===== src/rtl/sete_segmentos_mux_pkg.sv =====
// Shared segment patterns (active-low, bit6 = a .. bit0 = g) and the nibble decode
// function used by the multiplexed seven-segment display driver.
package sete_segmentos_mux_pkg;

  localparam logic [6:0] SEG_0     = 7'b0000001;
  localparam logic [6:0] SEG_1     = 7'b1001111;
  localparam logic [6:0] SEG_2     = 7'b0010010;
  localparam logic [6:0] SEG_3     = 7'b0000110;
  localparam logic [6:0] SEG_4     = 7'b1001100;
  localparam logic [6:0] SEG_5     = 7'b0100100;
  localparam logic [6:0] SEG_6     = 7'b0100000;
  localparam logic [6:0] SEG_7     = 7'b0001111;
  localparam logic [6:0] SEG_8     = 7'b0000000;
  localparam logic [6:0] SEG_9     = 7'b0000100;
  localparam logic [6:0] SEG_A     = 7'b0001000;
  localparam logic [6:0] SEG_B     = 7'b1100000;
  localparam logic [6:0] SEG_C     = 7'b0110001;
  localparam logic [6:0] SEG_D     = 7'b1000010;
  localparam logic [6:0] SEG_E     = 7'b0110000;
  localparam logic [6:0] SEG_F     = 7'b0111000;
  localparam logic [6:0] SEG_BLANK = 7'b1111111;

  // Letters are only produced when hex_en is set; otherwise 10..15 render dark.
  function automatic logic [6:0] decode_nibble(input logic [3:0] nib, input logic hex_en);
    logic [6:0] pat;
    case (nib)
      4'h0:    pat = SEG_0;
      4'h1:    pat = SEG_1;
      4'h2:    pat = SEG_2;
      4'h3:    pat = SEG_3;
      4'h4:    pat = SEG_4;
      4'h5:    pat = SEG_5;
      4'h6:    pat = SEG_6;
      4'h7:    pat = SEG_7;
      4'h8:    pat = SEG_8;
      4'h9:    pat = SEG_9;
      4'hA:    pat = hex_en ? SEG_A : SEG_BLANK;
      4'hB:    pat = hex_en ? SEG_B : SEG_BLANK;
      4'hC:    pat = hex_en ? SEG_C : SEG_BLANK;
      4'hD:    pat = hex_en ? SEG_D : SEG_BLANK;
      4'hE:    pat = hex_en ? SEG_E : SEG_BLANK;
      default: pat = hex_en ? SEG_F : SEG_BLANK;
    endcase
    return pat;
  endfunction

endpackage


===== src/rtl/sete_segmentos_decod.sv =====
// Combinational nibble -> segment pattern. Letters A..F appear only when the
// SETE_SEGMENTOS_HEX_EN macro is defined; otherwise 10..15 decode as blank.
module sete_segmentos_decod
  import sete_segmentos_mux_pkg::*;
(
  input  logic [3:0] nibble,
  output logic [6:0] padrao
);
`ifdef SETE_SEGMENTOS_HEX_EN
  localparam logic HEX_EN = 1'b1;
`else
  localparam logic HEX_EN = 1'b0;
`endif

  assign padrao = decode_nibble(nibble, HEX_EN);
endmodule


===== src/rtl/sete_segmentos_mux.sv =====
// Time-multiplexed seven-segment driver with frame-aligned value commit and
// leading-zero suppression. Hex letters enabled by SETE_SEGMENTOS_HEX_EN.
module sete_segmentos_mux
  import sete_segmentos_mux_pkg::*;
#(
  parameter int NUM_DIGITOS = 4,
  parameter int PRESCALE    = 50000
) (
  input  logic                     clock,
  input  logic                     reset,
  input  logic [4*NUM_DIGITOS-1:0] valor,
  input  logic [NUM_DIGITOS-1:0]   pontos,
  input  logic [NUM_DIGITOS-1:0]   apagar,
  input  logic                     supressao_zeros,
  input  logic                     carregar,
  output logic [6:0]               saida,
  output logic                     saida_dp,
  output logic [NUM_DIGITOS-1:0]   anodo,
  output logic                     pendente,
  output logic                     fim_quadro
);
  localparam int CNT_W = $clog2(PRESCALE);
  localparam int IDX_W = (NUM_DIGITOS > 1) ? $clog2(NUM_DIGITOS) : 1;
  localparam int VAL_W = 4 * NUM_DIGITOS;

  logic [CNT_W-1:0]       cnt_q, cnt_d;
  logic [IDX_W-1:0]       idx_q, idx_d;
  logic [VAL_W-1:0]       disp_valor_q, disp_valor_d, pend_valor_q, pend_valor_d;
  logic [NUM_DIGITOS-1:0] disp_pontos_q, disp_pontos_d, pend_pontos_q, pend_pontos_d;
  logic [NUM_DIGITOS-1:0] disp_apagar_q, disp_apagar_d, pend_apagar_q, pend_apagar_d;
  logic                   pendente_q, pendente_d;
  logic                   fim_quadro_q, fim_quadro_d;
  logic [6:0]             saida_q, saida_d;
  logic                   saida_dp_q, saida_dp_d;
  logic [NUM_DIGITOS-1:0] anodo_q, anodo_d;

  logic                   passo, wrap;
  logic [3:0]             nib_sel;
  logic                   ponto_sel, apagar_sel, suprimido;
  logic [IDX_W-1:0]       msd;
  logic [6:0]             padrao;

  // Scan timing and the pending/display double buffer: the display register
  // only changes on the wrap edge so a frame never mixes two values.
  always_comb begin
    passo         = (cnt_q == CNT_W'(PRESCALE - 1));
    wrap          = passo && (idx_q == IDX_W'(NUM_DIGITOS - 1));
    cnt_d         = passo ? '0 : cnt_q + CNT_W'(1);
    idx_d         = idx_q;
    if (passo) idx_d = wrap ? '0 : idx_q + IDX_W'(1);
    disp_valor_d  = disp_valor_q;
    disp_pontos_d = disp_pontos_q;
    disp_apagar_d = disp_apagar_q;
    pend_valor_d  = pend_valor_q;
    pend_pontos_d = pend_pontos_q;
    pend_apagar_d = pend_apagar_q;
    pendente_d    = pendente_q;
    fim_quadro_d  = wrap;
    if (wrap) begin
      pendente_d = 1'b0;
      if (carregar) begin
        disp_valor_d  = valor;
        disp_pontos_d = pontos;
        disp_apagar_d = apagar;
      end else if (pendente_q) begin
        disp_valor_d  = pend_valor_q;
        disp_pontos_d = pend_pontos_q;
        disp_apagar_d = pend_apagar_q;
      end
    end else if (carregar) begin
      pend_valor_d  = valor;
      pend_pontos_d = pontos;
      pend_apagar_d = apagar;
      pendente_d    = 1'b1;
    end
  end

  // Digit selection; msd tracks the highest nonzero nibble (letters count as nonzero).
  always_comb begin
    nib_sel    = '0;
    ponto_sel  = 1'b0;
    apagar_sel = 1'b0;
    msd        = '0;
    anodo_d    = '1;
    for (int k = 0; k < NUM_DIGITOS; k++) begin
      if (disp_valor_q[4*k +: 4] != 4'h0) msd = IDX_W'(k);
      if (idx_q == IDX_W'(k)) begin
        nib_sel    = disp_valor_q[4*k +: 4];
        ponto_sel  = disp_pontos_q[k];
        apagar_sel = disp_apagar_q[k];
        anodo_d[k] = 1'b0;
      end
    end
    suprimido  = supressao_zeros && (idx_q > msd);
    saida_d    = (apagar_sel || suprimido) ? SEG_BLANK : padrao;
    saida_dp_d = (apagar_sel || suprimido) ? 1'b1 : ~ponto_sel;
  end

  sete_segmentos_decod u_decod (
    .nibble (nib_sel),
    .padrao (padrao)
  );

  always_ff @(posedge clock) begin
    if (reset) begin
      cnt_q         <= '0;
      idx_q         <= '0;
      disp_valor_q  <= '0;
      disp_pontos_q <= '0;
      disp_apagar_q <= '0;
      pend_valor_q  <= '0;
      pend_pontos_q <= '0;
      pend_apagar_q <= '0;
      pendente_q    <= 1'b0;
      fim_quadro_q  <= 1'b0;
      saida_q       <= SEG_BLANK;
      saida_dp_q    <= 1'b1;
      anodo_q       <= '1;
    end else begin
      cnt_q         <= cnt_d;
      idx_q         <= idx_d;
      disp_valor_q  <= disp_valor_d;
      disp_pontos_q <= disp_pontos_d;
      disp_apagar_q <= disp_apagar_d;
      pend_valor_q  <= pend_valor_d;
      pend_pontos_q <= pend_pontos_d;
      pend_apagar_q <= pend_apagar_d;
      pendente_q    <= pendente_d;
      fim_quadro_q  <= fim_quadro_d;
      saida_q       <= saida_d;
      saida_dp_q    <= saida_dp_d;
      anodo_q       <= anodo_d;
    end
  end

  assign saida      = saida_q;
  assign saida_dp   = saida_dp_q;
  assign anodo      = anodo_q;
  assign pendente   = pendente_q;
  assign fim_quadro = fim_quadro_q;
endmodule

===== config.mk =====
export PLATFORM = sky130hd
export DESIGN_NAME = sete_segmentos_mux
export DESIGN_NICKNAME = d
export VERILOG_FILES = /design/src/rtl/sete_segmentos_mux_pkg.sv /design/src/rtl/sete_segmentos_decod.sv /design/src/rtl/sete_segmentos_mux.sv
export SDC_FILE = /design/constraint.sdc
export NUM_CORES = 1
export LEC_CHECK = 0
export CAP_MARGIN = 0
export CORE_AREA = 8 8 96 98
export CTS_CLUSTER_DIAMETER = 120
export DETAILED_ROUTE_END_ITERATION = 6
export DIE_AREA = 0 0 104 106
export PLACE_DENSITY = 0.73
export SKIP_CTS_REPAIR_TIMING = 1
export SYNTH_ARGS = -nofsm -noshare
export SYNTH_HDL_FRONTEND = slang
export SYNTH_SLANG_ARGS = --single-unit

===== constraint.sdc =====
create_clock -name clock -period 2.3 [get_ports clock]
set_clock_uncertainty 0.1 [all_clocks]
set_input_delay 0.46 -clock clock [delete_from_list [all_inputs] [get_ports clock]]
set_output_delay 0.46 -clock clock [all_outputs]
set_load 0.03 [all_outputs]

== Yosys cells after proc, flatten, opt, wreduce, memory -nomap -nowiden ==
Memories as Yosys holds them, arrays and structs flattened. A register that Yosys moved wholly into a read port is not among the register bits.
Index checks and enable logic that the tools add are counted.
Word-level totals
  register bits: 73
  ROM bits: 112
  input bits: 28
  output and inout port bits: 14
  memories: 1
Cells by class
  add/subtract/negate cells: 2
  $lt $le $gt $ge: 1
  equal/unequal tests: 4
  multiplexer cells: 26
  bitwise operators: 2
  reductions and logical operators: 13
Memory list
  (name not given): depth 16, width 7, read ports 1, clocked after Yosys merged registers in 1, write ports 0, RTL line sete_segmentos_mux_pkg.sv:26  | case (nib)
Operators with widths (count)
  16-bit 2-to-1 mux: 2
  4-bit 2-to-1 mux: 8
  16-bit by 1-bit adder with 16-bit output, second input constant: 1
  16-bit equality test, second input constant: 1
  1-bit 2-to-1 mux: 13
  4-bit nonzero test: 3
  2-bit 2-to-1 mux: 3
  2-bit OR reduction: 3
  2-bit equality test, second input constant: 2
  2-bit AND reduction: 2
  2-bit by 1-bit adder with 2-bit output, second input constant: 1
  2-bit by 1-bit equality test with 1-bit output, second input constant: 1
  2-bit greater-than comparator: 1
  1-bit logical AND: 2
  2-bit logical NOT: 1
  1-bit NOT: 2
  2-bit nonzero test: 1
  1-bit logical OR: 1

== Logic depth before layout (Yosys ltp) ==
Gate-level depths: netlist of run 1.
  depth after elaboration: 8
  mapped depth: 10

== Hierarchy ==
From an unflattened synthesis of run 1, not the netlist that was laid out.
Second synthesis, totals
  cells, all modules: 398
  area, all modules: 3722.3 um^2
Modules (own cells, without submodules)
  sete_segmentos_mux: instances 1, cells an instance 365, area each 3512.1 um^2
  sete_segmentos_decod: instances 1, cells an instance 33, area each 210.2 um^2

== Worst setup path before layout of run 1 ==
No wires, ideal clock.
  path kind: register to register
  start point: register idx_q[0]
  end point: register saida_q[1] (netlist: saida[1])
  library setup time: 70 ps
  arrival time: 2130 ps
  required time: 2130 ps
  slack: 0 ps
  cell stages (with the launch flop): 11
  path buffers: 1
  cells stage by stage: dfxtp_1 > inv_1 > ha_1 > clkbuf_1 > nor3b_1 > a211oi_1 > inv_1 > ha_1 > nor2b_1 > a21o_1 > a21oi_1
Between the ends
  word-level cells in the longest chain between the ends: 7
  elaborated cells between the ends (all ways): 16
RTL lines
  start, declared: RTL line sete_segmentos_mux.sv:27  | logic [IDX_W-1:0] idx_q, idx_d;
  start signal, assigned: RTL line sete_segmentos_mux.sv:121  | idx_q <= idx_d;
  2-bit logical NOT: RTL line sete_segmentos_mux.sv:87  | if (idx_q == IDX_W'(k)) begin
  1-bit 2-to-1 mux (4 in series): RTL line sete_segmentos_mux.sv:87
  1-bit logical OR: RTL line sete_segmentos_mux.sv:95  | saida_d = (apagar_sel || suprimido) ? SEG_BLANK : padrao;
  2-bit OR reduction (no line)
  end, declared: RTL line sete_segmentos_mux.sv:33  | logic [6:0] saida_q, saida_d;
Parallel ways exist; a longest one is shown, timed or not.
A chain may end at the register's enable or synchronous reset.

== Worst setup path in the final report of run 1 ==
  start point: register disp_valor_q[8]
  end point: register saida_q[6] (netlist: saida[6])
Between the ends
  word-level cells in the longest chain between the ends: 7
  elaborated cells between the ends (all ways): 9
RTL lines
  start, declared: RTL line sete_segmentos_mux.sv:28  | logic [VAL_W-1:0] disp_valor_q, disp_valor_d, pend_valor_q, pend_valor_d;
  start signal, assigned: RTL line sete_segmentos_mux.sv:122  | disp_valor_q <= disp_valor_d;
  4-bit nonzero test: RTL line sete_segmentos_mux.sv:86  | if (disp_valor_q[4*k +: 4] != 4'h0) msd = IDX_W'(k);
  2-bit 2-to-1 mux (2 in series): RTL line sete_segmentos_mux.sv:86
  2-bit greater-than comparator: RTL line sete_segmentos_mux.sv:94  | suprimido = supressao_zeros && (idx_q > msd);
  1-bit logical AND: RTL line sete_segmentos_mux.sv:94
  1-bit logical OR: RTL line sete_segmentos_mux.sv:95
  2-bit OR reduction (no line)
Parallel ways exist; a longest one is shown, timed or not.

==> impl_metrics.csv, run 1 <==
group,metric,value,unit
global_routing,grt_pass1_vias,2850,
clock_tree,cts_sinks,80,
setup_path,required,2.42,ns
synthesis,synth_fp_nets,452,
sta,min_period,2.26,ns
synthesis,synth_edf_count,0,
global_routing,grt_pass1_wl,13200,um
placed_design,place_congestion,0.843,
hold_path,min_path_type,"reg -> reg",
setup_path,cp.arrival,2.38,ns
sta,fmax,443,MHz
power_and_ir_drop,ir_worst_vdd,0.338,mV
global_routing,grt-ovfl-total,0,
die,die_y,106,um
setup_path,cp-end-kind,"register",
setup_path,path_max_fanout,6,
global_routing,grt.met2_usage,22.8,%
power_and_ir_drop,power,2.62,mW
placed_design,io_buffers,41,
global_routing,grt_start_max_net_pins,58,
layout,fin_area,4600,um2
clock_tree,worstSkewPairLatency,0.34,ns
routing,drt-total-wl,7990,um
routing,vias_per_cell,5.26,
die,io_pins,42,
placed_design,dpl.hpwl,5430,um
global_routing,track_usage,14.2,%
layout,nets,499,
job,drv_cap,0,
die,die_x,104,um
die,die_area,11000,um2
sta,finalCritPeriodShare,98.1,%
setup_path,critPathKind,"reg -> reg",
run_status,run_status,"finished, final reports clean",
clock_tree,cts_tree,"done",
layout,drive_above_1_share,16.8,%
global_routing,met1_usage,17.9,%
sta,grt_setup_unrepaired,"yes",
placed_design,place_area,4310,um2
die,fp-row-count,33,
layout,final_core_util,58.7,%
power_and_ir_drop,power_leakage,1.70,nW
global_routing,gr-usage-met3,3.93,%
sta,timing_hold_violations_final,0,
routing,drtIter0Drc,123,
routing,drt-pass1-iter-count,4,
power_and_ir_drop,power_density,569,nW/um2
sta,maxSlewHeadroom,54.1,%
synthesis,avgSynthCellArea,9.02,um2
synthesis,syn-instance-count,411,
layout,fin_cells,568,
clock_tree,cts.path.max_buffers,2,
routing,ant_nets,0,
die,core,7850,um2
synthesis,ys_seq_elements,80,
clock_tree,cts_buffers,9,
sta,worst_pin_slew,0.689,ns
clock_tree,root_buffer,"clkbuf_8",
synthesis,synth_flop_cell,"dfxtp_1",
global_routing,antenna_found_initial,0,
synthesis,ys_warn_count,0,
global_routing,grt.busiest_layer,"met2",
sta,setup_viol,0,
synthesis,async_flop_share,0,%
layout,antennaDiodeCount,0,
routing,wl_per_cell,14.1,um
layout,syn_to_final_growth,24.1,%
synthesis,synthesis.area,3710,um2
placed_design,placed_cells,549,
sta,final_max_slew_viol_count,0,
synthesis,yosysSeqAreaShare,43.2,%
routing,drc,0,
clock_tree,htreeDepth,3,
die,start_util,47.3,%
clock_tree,clk_pin_slew,0.08,ns
synthesis,ys_types,48,
setup_path,startpoint_type,"register",
routing,vias,2986,
[placed cells by master, fill, tap and decap left out, types with 7 or more instances in the layout]
master,synthesis,routed
buf_4,0,15
a211oi_1,28,27
a21oi_1,17,17
nor2_1,48,47
inv_1,11,10
ha_1,13,10
dfxtp_1,80,78
a21oi_2,20,20
nand2_1,63,63
clkdlybuf4s50_1,0,40
mux2i_1,25,25
clkbuf_8,0,11
nand3_1,7,7
xor2_1,8,8
[Yosys cell counts (all sizes together), types with 2 or more instances]
master  number  area [um2]
dfxtp       80        1600
nand3        7        35.0
a22o         2        17.5
o21ai        5        36.3
nor2b        5        31.3
nor3b        3        27.5
and4         3        26.3
nor2        48         180
nand2       63         236
xnor2        6        52.6
xor2         8        70.1
nand4        2        12.5
mux2i       25         250
buf         12        90.1
and3         4        25.0
ha          13         163
a211oi      28         210
inv         11        41.3
clkbuf      14        52.6
o211ai       3        22.5
or4b         2        23.8
a21oi       37         260
a221oi       2        17.5
nand3b       4        30.0
or4          3        26.3
nor4         2        18.8
nand2b       6        37.5
[flip-flops by register name (all words and copies together) (netlist names)]
register / count
pend_valor_q: 16
fim_quadro: 1
pendente: 1
cnt_q: 16
idx_q: 2
saida_dp: 1
pend_pontos_q: 4
disp_apagar_q: 4
anodo: 4
pend_apagar_q: 4
disp_valor_q: 16
saida: 7
disp_pontos_q: 4
[final cells by class]
type	count	area [um2]
Inverter	11	41.3
Multi-Input combinational cell	294	2000
Sequential cell	80	1610
Fill cell	708	3240
Clock buffer	12	155
Tap cell	105	131
Timing Repair Buffer	62	643
Clock inverter	4	28.8
[through the flow]
step                TNS (ns)  hold slack (ns)  worst slack, ns
finish                     0            0.357           0.0430
global placement           0            0.342           0.0275
detailed placement    -0.122            0.348          -0.0603
CTS                   -0.342            0.360           -0.119
floorplan                  0            0.326         0.000162
global route          -0.313            0.382          -0.0735
[final timing paths]
kind         slack [ns]  cells past startpoint             start          endpoint
max                0.04                      8   disp_valor_q[8]          saida[6]
min                0.36                      2  pend_apagar_q[0]  pend_apagar_q[0]
max reg2reg        0.04                      8   disp_valor_q[8]          saida[6]
min reg2reg        0.36                      2  pend_apagar_q[0]  pend_apagar_q[0]
[cell families (layout without fill, tap and decap cells)]
family / count (synthesis) / after routing / share of synthesized area (%)
XOR/XNOR: 14 / 14 / 3.31
AND/OR/NAND/NOR: 157 / 157 / 20.4
adder cells (fa/ha/maj): 13 / 13 / 4.39
flip-flops: 80 / 80 / 43.2
AO/OA/AOI/OAI: 85 / 85 / 17.0
buffers and inverters: 37 / 89 / 4.96
multiplexers: 25 / 25 / 6.75
[per-layer routing]
metal / part of all wire, % / vias up
met5: 0 / -
met4: 1.4 / 0
met3: 4.0 / 12
met2: 47 / 54
met1: 47 / 1413
li1: - / 1507
[power by group]
part | leakage [nW] | switching [mW] | internal, mW
combinational | 0.956 | 0.120 | 0.118
sequential | 0.654 | 0.0170 | 1.42
clock | 0.0886 | 0.493 | 0.452
total | 1.70 | 0.629 | 1.99
[critical path, cell delays in order, from the launching register on]
cell and delay, ns:
dfxtp_2 0.34, or4_4 0.56, nor2_4 0.14, ha_4 0.20, nor2b_1 0.13, o211ai_1 0.16, o211a_1 0.26, and3_4 0.23
a21oi_1 0.04
(Power assumes the default switching activity.)
==> run 2, diff against run 1 <==
--- a/config.mk
+++ b/config.mk
@@ -5,6 +5,7 @@
 export SDC_FILE = /design/constraint.sdc
 export NUM_CORES = 1
 export LEC_CHECK = 0
+export ABC_CLOCK_PERIOD_IN_PS = 2300
 export CAP_MARGIN = 0
 export CORE_AREA = 8 8 96 98
 export CTS_CLUSTER_DIAMETER = 120
==> results of run 2 <==
No change in the layout: final DEF, timing and power equal those of run 1.
